==> config.mk <==
export PLATFORM = sky130hd
export DESIGN_NAME = kisc_alu
export DESIGN_NICKNAME = d
export VERILOG_FILES = /design/src/rtl/kisc_alu.sv
export SDC_FILE = /design/constraint.sdc
export NUM_CORES = 1
export LEC_CHECK = 0
export BUFFER_PORTS_ARGS = -buffer_cell sky130_fd_sc_hd__clkbuf_2
export CAP_MARGIN = 0
export CORE_MARGIN = 1
export CORE_UTILIZATION = 44
export DETAILED_ROUTE_END_ITERATION = 7
export PLACE_DENSITY = 0.69
export SLEW_MARGIN = 30
export SYNTH_ARGS = -nofsm -noshare
export SYNTH_HDL_FRONTEND = slang
export SYNTH_SLANG_ARGS = --single-unit
==> constraint.sdc <==
create_clock -name vclk -period 3.3
set_clock_uncertainty 0.05 [all_clocks]
set_input_delay 0 -clock vclk [all_inputs]
set_output_delay 0 -clock vclk [all_outputs]
set_load 0.02 [all_outputs]
==> src/rtl/kisc_alu.sv <==
// KISC-V RV32I integer ALU: combinational result and branch flag, plus optional
// registered copies enabled by defining KISC_ALU_OUT_REG_EN.
module kisc_alu #(
    parameter int DATA_WIDTH = 32
) (
    input  logic [3:0]            alu_op,
    input  logic [DATA_WIDTH-1:0] a,
    input  logic [DATA_WIDTH-1:0] b,
    output logic [DATA_WIDTH-1:0] alu_out,
    output logic                  cmp_flag,
    input  logic                  clk,
    input  logic                  rts,
    output logic [DATA_WIDTH-1:0] alu_out_q,
    output logic                  cmp_flag_q
);
    localparam int SHW = $clog2(DATA_WIDTH);

    logic [SHW-1:0]        w_shamt;
    logic                  w_eq;
    logic                  w_lt;
    logic                  w_ltu;
    logic [DATA_WIDTH-1:0] w_result;
    logic                  w_flag;

    assign w_shamt = b[SHW-1:0];
    assign w_eq    = (a == b);
    assign w_lt    = ($signed(a) < $signed(b));
    assign w_ltu   = (a < b);

    // Bit 3 only selects SUB and SRA; every other funct3 ignores it.
    always_comb begin
        w_result = '0;
        case (alu_op[2:0])
            3'b000: w_result = alu_op[3] ? (a - b) : (a + b);
            3'b001: w_result = a << w_shamt;
            3'b010: w_result = {{(DATA_WIDTH-1){1'b0}}, w_lt};
            3'b011: w_result = {{(DATA_WIDTH-1){1'b0}}, w_ltu};
            3'b100: w_result = a ^ b;
            3'b101: w_result = alu_op[3] ? $unsigned($signed(a) >>> w_shamt)
                                         : (a >> w_shamt);
            3'b110: w_result = a | b;
            3'b111: w_result = a & b;
            default: w_result = '0;
        endcase
    end

    // Bit 3 carries imm[30] on branches, so the flag decodes funct3 only.
    always_comb begin
        w_flag = 1'b0;
        case (alu_op[2:0])
            3'b000: w_flag = w_eq;
            3'b001: w_flag = ~w_eq;
            3'b010: w_flag = w_lt;
            3'b011: w_flag = w_ltu;
            3'b100: w_flag = w_lt;
            3'b101: w_flag = ~w_lt;
            3'b110: w_flag = w_ltu;
            3'b111: w_flag = ~w_ltu;
            default: w_flag = 1'b0;
        endcase
    end

    assign alu_out  = w_result;
    assign cmp_flag = w_flag;

`ifdef KISC_ALU_OUT_REG_EN
    logic [DATA_WIDTH-1:0] r_alu_out;
    logic                  r_cmp_flag;

    always_ff @(posedge clk or posedge rts) begin
        if (rts) begin
            r_alu_out  <= '0;
            r_cmp_flag <= 1'b0;
        end else begin
            r_alu_out  <= w_result;
            r_cmp_flag <= w_flag;
        end
    end

    assign alu_out_q  = r_alu_out;
    assign cmp_flag_q = r_cmp_flag;
`else
    // No flops in this build; clk/rts stay on the port list for a common footprint.
    logic w_unused_clk_rts;
    assign w_unused_clk_rts = clk ^ rts;
    assign alu_out_q  = w_result;
    assign cmp_flag_q = w_flag;
`endif

endmodule

After elaboration in Yosys (flattened, before gate mapping). Cells that the tools add are included.

Word-level logic and storage cells: 28. Latch bits: 0. RAM bits: 0. Memories kept: 0. Input port bits: 70. ROM bits: 0. Output and inout port bits: 66. Register bits after elaboration: 0.

Div/mod/pow operators: 0. Mux-type cells: 4. $add $sub $neg: 2. Equal/unequal tests: 8. $lt $le $gt $ge: 2. Shifts and indexed selects: 3. Reduce and logical (&&, ||, !) cells: 3. Multiply operators: 0. Bitwise logic cells: 6.

Operator list (number): $pmux 32 s8 (1); $lt 32x32->1 (2); $mux 32 (2); $add 32x32->32 (1); $and 32x32->32 (1); $eq 32x32->1 (1); $or 32x32->32 (1); $shl 32x5->32 (1); $shr 32x5->32 (1); $sshr 32x5->32 (1); $sub 32x32->32 (1); $xor 32x32->32 (1); $eq 3x3->1 const B (4); $eq 3x2->1 const B (2); $pmux 1 s6 (1); $reduce_or 2->1 (2); $eq 3x1->1 const B (1); $logic_not 3->1 (1); $not 1->1 (3).

Depth between registers and ports, before layout.
Word-level depth: 3. Gate-level depth with buffers: 14. Depth with buffers taken out: 13.

Worst setup path after synthesis. Ideal clock, no wire load.

Path type: in2out. Start point: input port b[2]. End point: output port alu_out_q[26]. Data arrival time: 3.226 ns. Stages on the path: 14. Path buffers: 3. Path slack: 0.024 ns. Data required time: 3.250 ns. Cells stage by stage: inv_1 > buf_1 > clkbuf_1 > ha_1 > nor2b_1 > o21ai_1 > a31oi_2 > a211oi_2 > a211o_1 > and3_1 > o21a_1 > xnor2_1 > o2111ai_1 > buf_4.

Cells in the longest elaborated chain, start to end: 3. Elaborated cells on any way between the ends: 8. Those cells by class: add/sub (2); shift (3); mux (3).

Ends and longest elaborated chain: from (decl) (RTL line 8) `input logic [DATA_WIDTH-1:0] b,`; $add 32x32->32 (tied with other cells) (RTL line 34) `3'b000: w_result = alu_op[3] ? (a - b) : (a + b);`; $mux 32, on equally long branches (RTL line 34, 39); $pmux 32 s8 (*) (RTL line 33) `case (alu_op[2:0])`; to (decl) (RTL line 13) `output logic [DATA_WIDTH-1:0] alu_out_q,`.

Every way passes the cells marked *; elsewhere a longest branch is shown, timed or not.

Final worst setup path.
Start point: input port a[13]. End point: output port alu_out_q[26].

Cells in the longest elaborated chain, start to end: 3. Elaborated cells on any way between the ends: 8. Those cells by class: add/sub (2); shift (3); mux (3).

Ends and longest elaborated chain: from (decl) (RTL line 7) `input logic [DATA_WIDTH-1:0] a,`; $add 32x32->32 (tied with other cells) (RTL line 34); $mux 32, on equally long branches (RTL line 34, 39); $pmux 32 s8 (*) (RTL line 33).

Marked as above.

==> results.md <==
- Status: finished, final reports clean
- Mux share of post-synthesis cell area: 12.83%
- Row cnt: 52
- CP most frequent cell: clkbuf_2
- Core area: 20430 um^2
- Post-CTS Repair Setup Buffers: 0
- Finished Cell Area: 10110 um^2
- RD Place Congestion: 1.085
- Cells after synthesis: 1404
- Slowest cell delay on critical path: 330 ps
- Die footprint: 21560 um^2
- Area leader, netlist: ha_1
- Main combinational cell family by area after synthesis: compound AO/OA/AOI/OAI gates
- Core Util, Final: 49.51%
- Drt first pass iters: 7
- Placed cells: 1747
- Sequential cell count: 0
- Seq/Total Area, Yosys: 0%
- Fin crit period: 3162 ps
- Fin. max-slew vios: 0
- Overall power: 0.002114 W
- Fillers: 2187
- Via density: 6.531
- Die H: 146.8 um
- Placed cell areas: 10090 um^2
- FF/Latch Area: 0 um^2
- CP endpoint: alu_out_q[26]
- Post-detail-place hpwl: 32990 um
- Routed vias: 11410
- CP Data Arrival Time: 3110 ps
- # diodes: 0
- Mapped Avg Cell Area: 6.573 um^2
- Die width: 146.8 um
- # clk buffers: 0
- Post-synthesis instance area: 9229 um^2
- Power Density: 209.0 nW/um^2
- Final ANT Viol Nets: 0
- Non-Filler Instances: 1747
- VDD IR max: 0.0001213 V
- Count leader, synth: o21ai_0
- Initial drt markers: 1665
- Top cells by area, synth: ha_1 13%, o21ai_0 7.7%, a21oi_1 7.6%
- CP startpoint kind: input pin
- CP Class: in -> out
- Detailed Route WL: 40950 um
- CP Capture Type: output port
- Setup violators final: 0
- Grt total ovfl: 0
- CP Cell Sequence: clkbuf_2 > inv_1 > ha_1 > buf_4 > nor4_4 > o21ai_0 > a31oi_1 > a211oi_4 > a211o_1 > and3_1 > o21a_1 > xnor2_1 > o2111ai_1 > clkbuf_2
- Final period utilization: 95.82%
- CP startpoint: a[13]
- # IOs: 136
- Xor and xnor fraction of the mapped netlist area: 2.752%
- CP max stage cell: ha_1
- Net Count, Synth: 1573
- Drt drc: 0
- Max Freq: 0.3163 GHz
- PortBufs: 134
- Gr usage total: 36.80%
- Hold crit path type: in -> out
- Largest net degree at the start of global routing: 92
- Vias in the first global route: 10290
- Setup_tns: 0 ps
- Synth Area in Adders: 13.58%
- Compound-cell area share of the yosys netlist: 37.32%
- Post-synth top area share: 13.15%
- Nets@finish: 1648
- Final Hold Fails: 0
- Drt wl/cell: 23.44 um
- Initial antenna violation count: 0
- Warnings from Yosys: 0
- CP Max Fanout: 5
- Area of the multi-input gates: 8021 um^2
- Initial Util: 45.17%
- Synth cell count leaders: 142 x o21ai_0, 140 x a21oi_1, 130 x nor2_1
- Worst Path Required: 3250 ps
- First-pass GRT wire length: 61910 um
- Max_slew headroom: 41.83%
- Pleak: 4.601 nW
- Unrepaired setup endpoints after global routing: no
- Area share of and/or/nand/nor cells after synthesis: 20.13%
- Share of cells above drive strength 1: 19.57%
- Worst slew pin tran: 872.6 ps
- Area Overhead vs Synth: 9.599%
- Max-Cap Viols: 0
- Yosys cell types: 85
## repair_timing
action                                  in CTS  in global routing
hold buffers                                 0                  0
resized for setup                            0                  6
endpoints found under the setup margin       0                 12
## metrics by stage
| step | hold slack, ps | setup WS [ps] |
|---|---|---|
| after global placement | 662.9 | 122.5 |
| after CTS | 680.0 | 59.03 |
| after floorplan | 270.6 | 23.86 |
| after detailed placement | 675.0 | 63.01 |
| after global routing | 680.5 | 19.56 |
| final | 650.8 | 138.0 |
## cell usage in the layout (no fill, tap or decap), drive strengths merged, types with 5 or more instances in the layout
cell	instances
nand3	24
or3	9
inv	108
o21ai	151
o2111ai	8
o22ai	11
nor4	10
a21oi	140
a31oi	16
xnor2	25
a21boi	6
o21bai	11
mux2i	62
a211o	15
o31ai	9
a211oi	37
mux2	18
a22oi	17
ha	97
a2111oi	5
a221oi	9
clkbuf	133
a21o	14
o211ai	22
a22o	12
o221ai	14
nor2	131
nor2b	17
and3	8
nor3	30
nand2	121
buf	86
mux4	16
and2	10
nand2b	16
## worst max-delay path, delay by kind of cell
kind	cells	cell delay [ps]
compound gates	6	1460
xor+xnor	1	140
fa+ha+maj	1	330
buf+inv	4	720
simple gates	2	470
## layer usage
metal | part of all wire [%] | global-route usage, % | vias to the layer above
met4 | 3.0 | 9.323 | 0
met1 | 42 | 52.17 | 5338
li1 | - | - | 5231
met2 | 43 | 56.16 | 742
met5 | 0 | 0 | -
met3 | 12 | 7.578 | 98
## area by class of cell
| cell class | instances | share of cell area [%] |
|---|---|---|
| Multi-Input combinational cell | 1149 | 79.30 |
| Timing Repair Buffer | 219 | 13.31 |
| Inverter | 109 | 4.045 |
| Tap cell | 270 | 3.340 |
## worst min path at each step
stage,depth (start not counted),endpoint,slack [ps],startpoint
floorplan,3,alu_out[1],270,alu_op[2]
global placement,4,alu_out[29],660,alu_op[2]
detailed placement,4,alu_out_q[29],670,alu_op[2]
CTS,4,alu_out_q[29],680,alu_op[2]
global route,4,alu_out_q[29],680,alu_op[2]
finish,4,alu_out_q[29],650,alu_op[2]
## report_power, final
group          switching, W  leakage, nW  internal, W
logic               0.00137         4.60     0.000742
registers                 0            0            0
clock network             0            0            0
total               0.00137         4.60     0.000742
## kinds of logic after synthesis
kind of cell | count (synthesis)
buf+inv | 255
fa+ha+maj | 99
mux | 96
xor+xnor | 29
compound gates | 529
simple gates | 396
Note: power is estimated with default switching activity, not from simulation.
